## config.mk

```make
export PLATFORM = sky130hd
export DESIGN_NAME = reciprocal_unit_flat
export DESIGN_NICKNAME = d
export VERILOG_FILES = /design/src/rtl/reciprocal_unit_if.sv /design/src/rtl/reciprocal_unit.sv /design/src/flat_wrapper.sv
export SDC_FILE = /design/constraint.sdc
export NUM_CORES = 1
export LEC_CHECK = 0
export ABC_AREA = 1
export BUFFER_PORTS_ARGS = -buffer_cell sky130_fd_sc_hd__clkbuf_2
export CORE_MARGIN = 4
export CORE_UTILIZATION = 35
export DETAILED_ROUTE_END_ITERATION = 10
export GPL_TIMING_DRIVEN = 1
export HOLD_SLACK_MARGIN = 0.1
export PLACE_DENSITY = 0.52
export SYNTH_ARGS = -nofsm -noshare
export SYNTH_HDL_FRONTEND = slang
export SYNTH_SLANG_ARGS = --single-unit
export TNS_END_PERCENT = 50
```

## constraint.sdc

```tcl
create_clock -name i_clk -period 3.39 [get_ports i_clk]
set_input_delay 0.678 -clock i_clk [delete_from_list [all_inputs] [get_ports i_clk]]
set_output_delay 0.678 -clock i_clk [all_outputs]
set_load 0.1 [all_outputs]
```

## src/rtl/reciprocal_unit_if.sv

```systemverilog
// ============================================================================
// Module  : reciprocal_unit_if
// Brief   : Request/result handshake bundle for the reciprocal unit.
// Revision: 1.0  initial release
// ============================================================================
`default_nettype none

interface reciprocal_unit_if #(
  parameter int DATA_W  = 18,
  parameter int RECIP_W = 36
);
  logic               i_valid;
  logic [DATA_W-1:0]  i_data;
  logic               o_ready;
  logic               o_valid;
  logic [RECIP_W-1:0] o_recip;
  logic               o_sat;

  modport slave (
    input  i_valid, i_data,
    output o_ready, o_valid, o_recip, o_sat
  );

  modport master (
    output i_valid, i_data,
    input  o_ready, o_valid, o_recip, o_sat
  );
endinterface

`default_nettype wire

```

## src/rtl/reciprocal_unit.sv

```systemverilog
// ============================================================================
// Module  : reciprocal_unit
// Brief   : Iterative Q0.RECIP_W reciprocal floor(2^RECIP_W / x), radix-2 restoring.
// Revision: 1.0  initial release
// ============================================================================
`default_nettype none

module reciprocal_unit #(
  parameter int DATA_W  = 18,
  parameter int RECIP_W = 36
) (
  input  wire logic         i_clk,
  input  wire logic         i_rst_n,
  reciprocal_unit_if.slave  io_bus
);

  localparam int              CNT_W  = $clog2(RECIP_W);
  localparam logic [CNT_W-1:0] C_LAST = CNT_W'(RECIP_W - 1);

  typedef enum logic [1:0] {
    S_IDLE = 2'd0,
    S_BUSY = 2'd1,
    S_DONE = 2'd2
  } state_t;

  state_t             r_state;
  logic [DATA_W-1:0]  r_div;
  logic [DATA_W:0]    r_rem;
  logic [RECIP_W-1:0] r_quot;
  logic [CNT_W-1:0]   r_cnt;
  logic               r_spec;
  logic               r_ready;
  logic               r_valid;
  logic [RECIP_W-1:0] r_recip;
  logic               r_sat;

  logic [DATA_W+1:0]  w_rem_sh;
  logic               w_ge;
  logic [DATA_W:0]    w_diff;
  logic [DATA_W:0]    w_rem_nx;

  // The remainder never exceeds the divisor, so one extra bit on the
  // shifted value is enough for an exact compare.
  assign w_rem_sh = {r_rem, 1'b0};
  assign w_ge     = (w_rem_sh >= {2'b00, r_div});
  assign w_diff   = w_rem_sh[DATA_W:0] - {1'b0, r_div};
  assign w_rem_nx = w_ge ? w_diff : w_rem_sh[DATA_W:0];

  always_ff @(posedge i_clk or negedge i_rst_n) begin
    if (!i_rst_n) begin
      r_state <= S_IDLE;
      r_div   <= '0;
      r_rem   <= '0;
      r_quot  <= '0;
      r_cnt   <= '0;
      r_spec  <= 1'b0;
      r_ready <= 1'b1;
      r_valid <= 1'b0;
      r_recip <= '0;
      r_sat   <= 1'b0;
    end else begin
      r_valid <= 1'b0;
      case (r_state)
        S_IDLE: begin
          if (io_bus.i_valid) begin
            // Leading dividend bit is pre-loaded; the loop yields bits [RECIP_W-1:0].
            r_div   <= io_bus.i_data;
            r_rem   <= (DATA_W+1)'(1);
            r_quot  <= '0;
            r_cnt   <= '0;
            r_spec  <= (io_bus.i_data < DATA_W'(2));
            r_ready <= 1'b0;
            r_state <= S_BUSY;
          end
        end
        S_BUSY: begin
          r_rem  <= w_rem_nx;
          r_quot <= {r_quot[RECIP_W-2:0], w_ge};
          r_cnt  <= r_cnt + CNT_W'(1);
          if (r_cnt == C_LAST) begin
            r_state <= S_DONE;
          end
        end
        S_DONE: begin
          // x of 0 or 1 cannot be represented; clip but keep the fixed latency.
          r_recip <= r_spec ? '1 : r_quot;
          r_sat   <= r_spec;
          r_valid <= 1'b1;
          r_ready <= 1'b1;
          r_state <= S_IDLE;
        end
        default: begin
          r_ready <= 1'b1;
          r_state <= S_IDLE;
        end
      endcase
    end
  end

  assign io_bus.o_ready = r_ready;
  assign io_bus.o_valid = r_valid;
  assign io_bus.o_recip = r_recip;
  assign io_bus.o_sat   = r_sat;

endmodule

`default_nettype wire

```

## src/flat_wrapper.sv

```systemverilog
// flat-port wrapper written by rule: the top's interface ports become plain ports
module reciprocal_unit_flat 
#(
  parameter int DATA_W  = 18,
  parameter int RECIP_W = 36
)
  (i_clk, i_rst_n, io_bus_i_valid, io_bus_i_data, io_bus_o_ready, io_bus_o_valid, io_bus_o_recip, io_bus_o_sat);
  reciprocal_unit_if #(.DATA_W(DATA_W), .RECIP_W(RECIP_W)) io_bus_i ();
  input  wire logic i_clk;
  input  wire logic i_rst_n;
  input wire logic [$bits(io_bus_i.i_valid)-1:0] io_bus_i_valid;
  input wire logic [$bits(io_bus_i.i_data)-1:0] io_bus_i_data;
  output wire logic [$bits(io_bus_i.o_ready)-1:0] io_bus_o_ready;
  output wire logic [$bits(io_bus_i.o_valid)-1:0] io_bus_o_valid;
  output wire logic [$bits(io_bus_i.o_recip)-1:0] io_bus_o_recip;
  output wire logic [$bits(io_bus_i.o_sat)-1:0] io_bus_o_sat;
  assign io_bus_i.i_valid = io_bus_i_valid;
  assign io_bus_i.i_data = io_bus_i_data;
  assign io_bus_o_ready = io_bus_i.o_ready;
  assign io_bus_o_valid = io_bus_i.o_valid;
  assign io_bus_o_recip = io_bus_i.o_recip;
  assign io_bus_o_sat = io_bus_i.o_sat;
  reciprocal_unit #(.DATA_W(DATA_W), .RECIP_W(RECIP_W)) u_core (.i_clk(i_clk), .i_rst_n(i_rst_n), .io_bus(io_bus_i));
endmodule
```

### Yosys cells after proc, flatten, opt, wreduce, memory -nomap -nowiden

Cells that the tools add are included.

* add/sub/neg operators: 2
* $lt $le $gt $ge: 2
* equal/unequal tests: 5
* muxes and demuxes: 14
* bitwise gates (word level): 1
* reduce and logical (&&, ||, !) cells: 6

Operators by type and width (number)
* 36-bit 2-to-1 mux: 2
* 36-bit one-hot mux with 2 select lines: 1
* 19-bit 2-to-1 mux: 2
* 19-bit one-hot mux with 2 select lines: 1
* 20-bit by 18-bit >= comparator with 1-bit output: 1
* 19-bit by 18-bit subtractor with 19-bit output: 1
* 18-bit by 2-bit less-than comparator with 1-bit output (second input constant): 1
* 6-bit one-hot mux with 2 select lines: 1
* 2-bit AND reduction: 4
* 6-bit by 1-bit adder with 6-bit output (second input constant): 1
* 6-bit == test (second input constant): 1
* 6-bit 2-to-1 mux: 1
* 2-bit 2-to-1 mux: 2
* 2-bit one-hot mux with 2 select lines: 1
* 2-bit by 1-bit == test with 1-bit output (second input constant): 1
* 2-bit == test (second input constant): 1
* 2-bit logical NOT: 1
* 1-bit 2-to-1 mux: 2
* 2-bit by 1-bit inequality test with 1-bit output (second input constant): 1
* 2-bit inequality test (second input constant): 1
* 1-bit one-hot mux with 2 select lines: 1
* 2-bit nonzero test: 1
* 1-bit NOT: 1

* register bits: 121
* input port bits: 21
* logic and storage cells: 40

### Logic depth before layout (Yosys ltp)

Gate-level depths: netlist (run 1).

* depth in word-level cells: 3
* mapped depth: 14
* mapped depth without buffers: 14

### Worst setup path after synthesis (run 1)

Ideal clock, no wire load.

* path kind: reg-to-reg
* from: register u_core.r_div[0]
* to: register u_core.r_rem[7]
* arrival time: 1790 ps
* data required time: 3269 ps
* slack: 1479 ps
* cell stages (with the launch flop): 12
* period minus slack after synthesis: 1911 ps
* cell sequence: dfrtp_1 > inv_1 > fa_1 > nand3_1 > nand3_2 > nand3_1 > nand3_2 > nand2_4 > buf_2 > nand3_1 > nand3_1 > o21ai_1

* longest elaborated chain between the ends: 3
* elaborated cells on any way between the ends: 4
* classes of those cells: 1 x add/sub; 1 x order compare; 2 x mux

Ends and longest elaborated chain
* start: declaration: line reciprocal_unit.sv:27 `logic [DATA_W-1:0] r_div;`
* start signal: assignment: line reciprocal_unit.sv:67 `r_div <= io_bus.i_data;`
* 19-bit by 18-bit subtractor with 19-bit output or 20-bit by 18-bit >= comparator with 1-bit output (tied branches): line reciprocal_unit.sv:46, reciprocal_unit.sv:45
* 19-bit 2-to-1 mux (*): line reciprocal_unit.sv:47 `assign w_rem_nx = w_ge ? w_diff : w_rem_sh[DATA_W:0];`
* 19-bit one-hot mux with 2 select lines (*): line reciprocal_unit.sv:63 `case (r_state)`
* end signal: assignment: line reciprocal_unit.sv:68 `r_rem <= (DATA_W+1)'(1);`
* end signal: assignment: line reciprocal_unit.sv:77 `r_rem <= w_rem_nx;`
* end: declaration: line reciprocal_unit.sv:28 `logic [DATA_W:0] r_rem;`

Every way passes the cells marked *; elsewhere a longest branch is shown, timed or not.
A chain may end at the register's enable or synchronous reset.

### Worst setup path in the final report (run 1)

* from: register u_core.r_rem[14]
* to: register u_core.r_rem[14]

* longest elaborated chain between the ends: 3

Ends and longest elaborated chain
* 20-bit by 18-bit >= comparator with 1-bit output: line reciprocal_unit.sv:45 `assign w_ge = (w_rem_sh >= {2'b00, r_div});`
* 19-bit 2-to-1 mux: line reciprocal_unit.sv:47
* 19-bit one-hot mux with 2 select lines: line reciprocal_unit.sv:63

No other way between the ends.

==> results of run 1 <==
==> flip-flops by register name, indices dropped and copies added (netlist names), 2 cells and up <==
signal and count:
u_core.io_bus.o_recip 36, u_core.r_quot 36, u_core.r_rem 19, u_core.r_div 18, u_core.r_cnt 6, u_core.r_state 2
==> final cells by class <==
type                            count  area (um2)
Multi-Input combinational cell    457        2400
Sequential cell                   121        3030
Clock buffer                       19         453
Timing Repair Buffer               65         355
Fill cell                        1708        9450
Tap cell                          220         275
Clock inverter                     13         214
Inverter                          107         402
==> placed cells by master, fill, tap and decap left out, drive strengths merged, types with 4 or more instances in the layout <==
| cell | instances |
|---|---|
| bufinv | 5 |
| nor4 | 4 |
| inv | 110 |
| nand4 | 5 |
| nand2 | 156 |
| buf | 7 |
| ha | 19 |
| o22ai | 36 |
| clkbuf | 77 |
| nor2 | 66 |
| o21ai | 32 |
| dfrtp | 120 |
| xnor2 | 8 |
| nand3 | 55 |
| nor3 | 7 |
| a21oi | 51 |
==> per-layer routing <==
metal | global-route usage [%] | vias up | routed length (um)
li1 | - | 2423 | -
met1 | 19.7 | 2279 | 6610
met2 | 24.2 | 95 | 6670
met3 | 4.25 | 13 | 636
met4 | 4.94 | 0 | 165
met5 | 0 | - | 0
==> kinds of logic (layout without fill, tap and decap cells) <==
family / Yosys count / count (layout) / share of synthesized area [%]
AND/OR/NAND/NOR: 299 / 299 / 22.3
buffers and inverters: 132 / 204 / 8.74
AO/OA/AOI/OAI: 127 / 127 / 12.0
flip-flops: 121 / 121 / 51.0
XOR/XNOR: 11 / 11 / 1.62
adder cells (fa/ha/maj): 20 / 20 / 4.34
==> worst paths after layout <==
check | from | end | slack, ns | cells past startpoint
max | u_core.r_rem[14] | u_core.r_rem[14] | 1.07 | 9
min in group i_clk | io_bus_i_data[0] | u_core.r_div[0] | 0.47 | 3
max in group asynchronous | i_rst_n | u_core.io_bus.o_ready | 2.34 | 2
min reg2reg | u_core.r_rem[18] | u_core.r_rem[18] | 0.48 | 2
max reg2reg | u_core.r_rem[14] | u_core.r_rem[14] | 1.07 | 9
min | i_rst_n | u_core.io_bus.o_recip[12] | 0.20 | 1
==> per-stage QoR <==
| step | instances | hold slack, ns | worst slack, ns |
|---|---|---|---|
| 4_1_cts | 1002 | 0.204 | 1.07 |
| 3_3_place_gp | 970 | 0.470 | 1.12 |
| 5_1_grt | 1002 | 0.222 | 0.811 |
| 3_5_place_dp | 970 | 0.469 | 1.07 |
| 6_report | 1002 | 0.200 | 1.07 |
| 2_1_floorplan | 710 | 0.382 | 1.48 |
==> flow_summary.yaml, run 1 <==
placement:
  placed_area_um2: 6460
  portBuffers: 59
  dp.final_hpwl_mm: 9.73
  gp_congestion: 0.913
grt:
  grt_max_degree: 91
  gr-usage-all-layers_pct: 15.0
  grt_pass1_vias: 4803
  grt_overflow: 0
  antenna_found_initial: 0
  grt_pass1_wl_mm: 23.6
synthesis:
  syn_avg_cell_area_um2: 8.37
  synthArstFlopShare_pct: 100
  synth_ff_type: "dfrtp_1"
  ys_types: 40
  synth_seq_area_share_pct: 51.0
  synth_most_common_cell: "nand2_1"
  syn_inst: 710
  yosysTopAreaCell: "dfrtp_1"
  synth_edf_count: 0
  synth_common_cells: "149 x nand2_1, 120 x dfrtp_1, 102 x inv_1"
  ys_ff_latch: 121
  yosysWarnings: 0
  yosys-top-cells-area: "dfrtp_1 51%, nand2_1 9.4%, inv_1 6.4%, nand3_1 4.4%, a21oi_1 4.3%"
  netlist.area_leader.share_pct: 50.5
  syn-num-nets: 751
  syn_area_um2: 5940
critical_path:
  worstSetupStartpointType: "flop"
  path_common_cell: "nand2_1"
  required_ns: 3.69
  end_kind: "flop"
  cp.arrival_ns: 2.62
  path_delay_family: "simple AND/OR/NAND/NOR gates"
  cp_max_fo: 19
  critical_path_buf_inv_count: 0
  timing.setup.critical_path_class: "flop to flop"
  crit_chain: "ha_1 -> a21oi_1 -> a21boi_2 -> nor2_4 -> nand2_8 -> nand2_1 -> nand2_1 -> nand2_1 -> nand2_1"
  slowest_delay_ns: 0.42
  crit_slowest_cell: "nor2_4"
final_layout:
  diodes: 0
  layout-drive-gt1-share_pct: 15.7
  finish.utilization_pct: 43.0
  area_delta_synth_final_pct: 20.0
  num-nets-final: 810
  final_cell_area_um2: 7130
clock_network:
  cts_buffers: 17
  post-cts-setup-buffers: 0
  hold_buffers: 0
  clk_pin_slew_ns: 0.06
  insertion_delay_ns: 0.41
  htree_levels: 4
  cts_root_buf: "clkbuf_16"
  clkSinkCount: 121
  cts_tree: "done"
  cts_resized: 0
  cts_buffer_depth: 2
timing:
  slew_headroom_pct: 45.6
  max_slew.worst_pin.slew_ns: 0.815
  rsz0062_at_grt: "false"
  post-route-period-util_pct: 68.6
  fin_skew_ns: 0.0108
  setup_viol: 0
  tns_ns: 0
  fmax_mhz: 430
  hold_viol_final: 0
  final-max-slew-violation-count: 0
  fin_crit_ns: 2.32
route:
  wl_mm: 14.1
  drt_iter0_drc: 299
  drt_pass1_iterations: 4
  vias: 4810
  via_per_inst: 4.80
  drc: 0
  ant_nets: 0
  routedWlPerCell_um: 14.0
worst_hold_path:
  min_path_type: "primary input to async pin"
die:
  initial_utilization_pct: 35.8
  fp.dieH_um: 138
  fp.dieW_um: 138
  dieArea_um2: 19100
  rows: 47
  core_area_um2: 16600
  ios: 60
outcome:
  status: "finished, final reports clean"
job:
  maxCapViolations: 0
Power of run 1 is left out: the tool's default activity adds up to more than one toggle a clock period on the data nets, which glitch-free logic cannot reach.
==> inputs of run 2 (changes only) <==
==> constraint.sdc (replaced) <==
create_clock -name i_clk -period 2.27 [get_ports i_clk]
set_input_delay 0.454 -clock i_clk [delete_from_list [all_inputs] [get_ports i_clk]]
set_output_delay 0.454 -clock i_clk [all_outputs]
set_load 0.1 [all_outputs]
==> flow_summary.yaml, run 2 (synthesis results as in run 1) <==
worst_hold_path:
  hold_depth: 3
  min_path_type: "primary input to flop"
clock_network:
  clk_pin_slew_ns: 0.06
  cts_buffers: 17
  cts_buffer_depth: 2
  cts_tree: "done"
  insertion_delay_ns: 0.41
  cts_root_buf: "clkbuf_16"
  htree_levels: 4
  clkSinkCount: 121
timing:
  slew_headroom_pct: 57.3
  rsz0062_at_grt: "false"
  post-route-period-util_pct: 92.1
  setup_viol: 0
  fin_skew_ns: 0.00578
  hold_viol_final: 0
  final-max-slew-violation-count: 0
  fin_crit_ns: 2.09
  tns_ns: 0
  fmax_mhz: 479
  max_slew.worst_pin.slew_ns: 0.635
final_layout:
  diodes: 0
  layout-drive-gt1-share_pct: 17.2
  final_cell_mix: "148 x nand2_1, 120 x dfrtp_1, 102 x inv_1"
  num-nets-final: 824
  final_common_cell: "nand2_1"
  area_delta_synth_final_pct: 21.5
critical_path:
  timing.setup.critical_path_class: "flop to flop"
  reg2regPathDepth: 11
  cp_max_fo: 16
  worstSetupStartpointType: "flop"
  required_ns: 2.62
  end_kind: "flop"
  cp.arrival_ns: 2.44
grt:
  antenna_found_initial: 0
  grt_overflow: 0
  gr-usage-all-layers_pct: 15.7
  grt_max_degree: 43
  grt_pass1_wl_mm: 24.8
  grt_pass1_vias: 4966
job:
  maxCapViolations: 0
die:
  initial_utilization_pct: 35.8
  ios: 60
  fp.dieW_um: 138
  rows: 47
  fp.dieH_um: 138
  core_area_um2: 16600
  dieArea_um2: 19100
placement:
  portBuffers: 59
  dp.final_hpwl_mm: 10.4
  gp_congestion: 0.922
route:
  via_per_inst: 4.81
  routedWlPerCell_um: 14.2
  ant_nets: 0
  vias: 4886
  drt_pass1_iterations: 5
  drt_iter0_drc: 342
  drc: 0
  wl_mm: 14.4
outcome:
  status: "finished, final reports clean"
[run 2: worst max-delay path: stages (launching register included)]
cell	delay, ns
dfrtp_1	0.41
ha_1	0.39
a21oi_1	0.28
nand2_1	0.14
inv_2	0.08
nand3_2	0.10
nand2_4	0.14
nand2_8	0.12
buf_4	0.18
nand3_1	0.06
nand3_1	0.07
nand2_1	0.07
[run 2: cell type report]
class / instances / area, um2
repair buffers: 79 / 492
flip-flops and latches: 121 / 3030
clock inverters: 14 / 184
clock buffers: 18 / 429
multi-input cells: 457 / 2410
fillers: 1675 / 9360
well taps: 220 / 275
inverters: 107 / 402
[run 2: worst paths after layout]
check / startpoint / slack (ns) / endpoint
worst max register to register: u_core.r_rem[10] / 0.18 / u_core.r_rem[16]
worst max-delay path: u_core.r_rem[10] / 0.18 / u_core.r_rem[16]
max in group asynchronous: i_rst_n / 1.04 / u_core.io_bus.o_ready
worst min-delay path: io_bus_i_data[0] / 0.26 / u_core.r_div[0]
min in group asynchronous: i_rst_n / 0.58 / u_core.r_quot[12]
worst min register to register: u_core.r_rem[18] / 0.48 / u_core.r_rem[18]
[run 2: layer usage]
layer	vias to the layer above	global-route usage (%)	share of wire, %
met5	-	0	0
li1	2452	-	-
met3	13	3.83	3.8
met2	92	25.8	47
met1	2329	20.7	48
met4	0	4.58	0.88
[run 2: timing repair]
action                                  CTS  global route
endpoints found under the setup margin    0            18
hold buffers                              1             0
gates resized for setup                   0             3
buffers inserted                          0             2
endpoints found under the hold margin    39             0
[run 2: through the flow]
stage,setup slack [ns],hold slack (ns),instance area [um2],utilization [%],cells
6_report,0.180,0.259,7220,43.5,1016
5_1_grt,0.0174,0.281,7220,43.5,1016
4_1_cts,0.136,0.243,7190,43.4,1014
3_5_place_dp,0.147,0.465,6570,39.6,981
3_3_place_gp,0.241,0.468,6570,39.6,981
2_1_floorplan,0.359,0.158,5940,-,710
Power of run 2 is left out for the same reason.
==> inputs of run 3 (changes only) <==
--- a/config.mk
+++ b/config.mk
@@ -7,9 +7,11 @@
 export LEC_CHECK = 0
 export ABC_AREA = 1
 export BUFFER_PORTS_ARGS = -buffer_cell sky130_fd_sc_hd__clkbuf_2
+export CAP_MARGIN = 30
 export CORE_MARGIN = 4
 export CORE_UTILIZATION = 35
 export DETAILED_ROUTE_END_ITERATION = 10
+export GPL_ROUTABILITY_DRIVEN = 1
 export GPL_TIMING_DRIVEN = 1
 export HOLD_SLACK_MARGIN = 0.1
 export PLACE_DENSITY = 0.52
==> constraint.sdc (replaced) <==
create_clock -name i_clk -period 2.1 [get_ports i_clk]
set_input_delay 0.42 -clock i_clk [delete_from_list [all_inputs] [get_ports i_clk]]
set_output_delay 0.42 -clock i_clk [all_outputs]
set_load 0.1 [all_outputs]
==> flow_summary.yaml, run 3 (synthesis results as in run 1) <==
grt:
  grt_pass1_wl_mm: 25.0
  gr-usage-all-layers_pct: 15.8
  use_met3_pct: 4.07
  met1_usage_pct: 20.7
  grtUsageMet2_pct: 25.7
  grt_pass1_vias: 5050
  antenna_found_initial: 0
  grt_max_degree: 50
  grt_overflow: 0
  grt.busiest_layer: "met2"
timing:
  hold_viol_final: 0
  tns_ns: 0
  max_slew.worst_pin.slew_ns: 0.530
  holdWs_ns: 0.217
  fmax_mhz: 507
  post-route-period-util_pct: 93.9
  fin_crit_ns: 1.97
  finalWorstSetupSlack_ns: 0.128
  setup_viol: 0
  rsz0062_at_grt: "true"
  final-max-slew-violation-count: 0
  slew_headroom_pct: 64.3
  fin_skew_ns: 0.00611
placement:
  place_inst: 993
  gp_congestion: 0.904
  post-place-ws_ns: 0.0251
  dp.final_hpwl_mm: 10.4
  portBuffers: 59
critical_path:
  end_kind: "flop"
  cp.arrival_ns: 2.26
  crit_chain: "ha_1 -> a21oi_1 -> nor2b_2 -> o21ai_4 -> nor2_4 -> buf_4 -> nand3_1 -> nand3_1 -> o21ai_1"
  r2r_setup_slack_ns: 0.13
  worstReg2RegStart: "u_core.r_rem[16]"
  required_ns: 2.38
  slowest_delay_ns: 0.40
  path_delay_family: "simple AND/OR/NAND/NOR gates"
  worstSetupStartpointType: "flop"
  crit_slowest_cell: "dfrtp_1"
  cp_max_fo: 6
  path_common_cell: "nand3_1"
  reg2regPathDepth: 9
  critical_path_buf_inv_count: 1
  timing.setup.critical_path_class: "flop to flop"
  reg2reg_to: "u_core.r_rem[3]"
route:
  vias: 4991
  wl_mm: 14.9
  ant_nets: 0
  drt_iter0_drc: 399
  via_per_inst: 4.85
  drc: 0
  drt_pass1_iterations: 5
  routedWlPerCell_um: 14.5
die:
  dieArea_um2: 19100
  fp.dieW_um: 138
  initial_utilization_pct: 35.8
  fp.dieH_um: 138
  core_area_um2: 16600
  rows: 47
  ios: 60
worst_hold_path:
  hold_depth: 3
  min_path_type: "primary input to flop"
  min-delay-start: "io_bus_i_data[0]"
  hold_end: "u_core.r_div[0]"
job:
  maxCapViolations: 0
clock_network:
  cts_tree: "done"
  clkSinkCount: 121
  cts_buffer_depth: 2
  clk_pin_slew_ns: 0.06
  cts_root_buf: "clkbuf_16"
  insertion_delay_ns: 0.41
  htree_levels: 4
  cts_buffers: 17
final_layout:
  num-nets-final: 838
  final_common_cell: "nand2_1"
  area_delta_synth_final_pct: 25.5
  final_cell_mix: "147 x nand2_1, 119 x dfrtp_1, 102 x inv_1"
  n_fill_cell: 1649
  layout-drive-gt1-share_pct: 20.7
  layout.cells.non_filler: 1030
  diodes: 0
outcome:
  status: "finished, final reports clean"
[run 3: cell types whose count changed in the layout (fill, tap and decap cells not counted), moves of 3 or more]
cell     change
a21oi_1      -4
a21oi_2      +4
buf_4       +14
ha_1         -4
ha_4         +4
inv_6        -3
[run 3: worst max path at each step]
| stage | slack, ns | to | cells after the start | start |
|---|---|---|---|---|
| after global placement | 0.07 | u_core.r_rem[13] | 12 | u_core.r_div[0] |
| after detailed placement | 0.03 | u_core.r_rem[15] | 12 | u_core.r_div[0] |
| after CTS | 0.01 | u_core.r_rem[16] | 12 | u_core.r_div[0] |
| after floorplan | 0.19 | u_core.r_rem[7] | 11 | u_core.r_div[0] |
| after global routing | 0.006 | u_core.r_rem[7] | 13 | u_core.r_rem[4] |
| final | 0.13 | u_core.r_rem[3] | 9 | u_core.r_rem[16] |
[run 3: what timing repair did]
| item | in CTS | in global routing |
|---|---|---|
| pin swaps | 0 | 8 |
| endpoints found under the setup margin | 3 | 19 |
| setup buffers | 0 | 4 |
| hold endpoints to repair | 26 | 0 |
| resized for setup | 1 | 21 |
| hold buffers | 1 | 0 |
[run 3: per-stage QoR]
| stage | cell area (um2) | utilization (%) |
|---|---|---|
| global placement | 6660 | 40.2 |
| CTS | 7320 | 44.2 |
| detailed placement | 6660 | 40.2 |
| finish | 7460 | 45.0 |
| floorplan | 5940 | - |
| global route | 7460 | 45.0 |
[run 3: cell type report]
class,count,area (um2),area share [%]
Sequential cell,121,3030,40.6
Multi-Input combinational cell,457,2500,33.6
Timing Repair Buffer,93,597,8.00
Inverter,107,402,5.39
Clock inverter,14,210,2.82
Tap cell,220,275,3.69
Clock buffer,18,439,5.89
[run 3: per-layer routing]
layer  vias up  part of all wire, %
li1       2469                    -
met1      2389                   47
met2       119                   47
met3        14                  4.7
met4         0                  1.4
met5         -                    0
[run 3: worst min-delay path: stages]
cell      delay (ns)
clkbuf_2        0.08
nand2_1         0.04
o21ai_0         0.05
Power of run 3 is left out for the same reason.
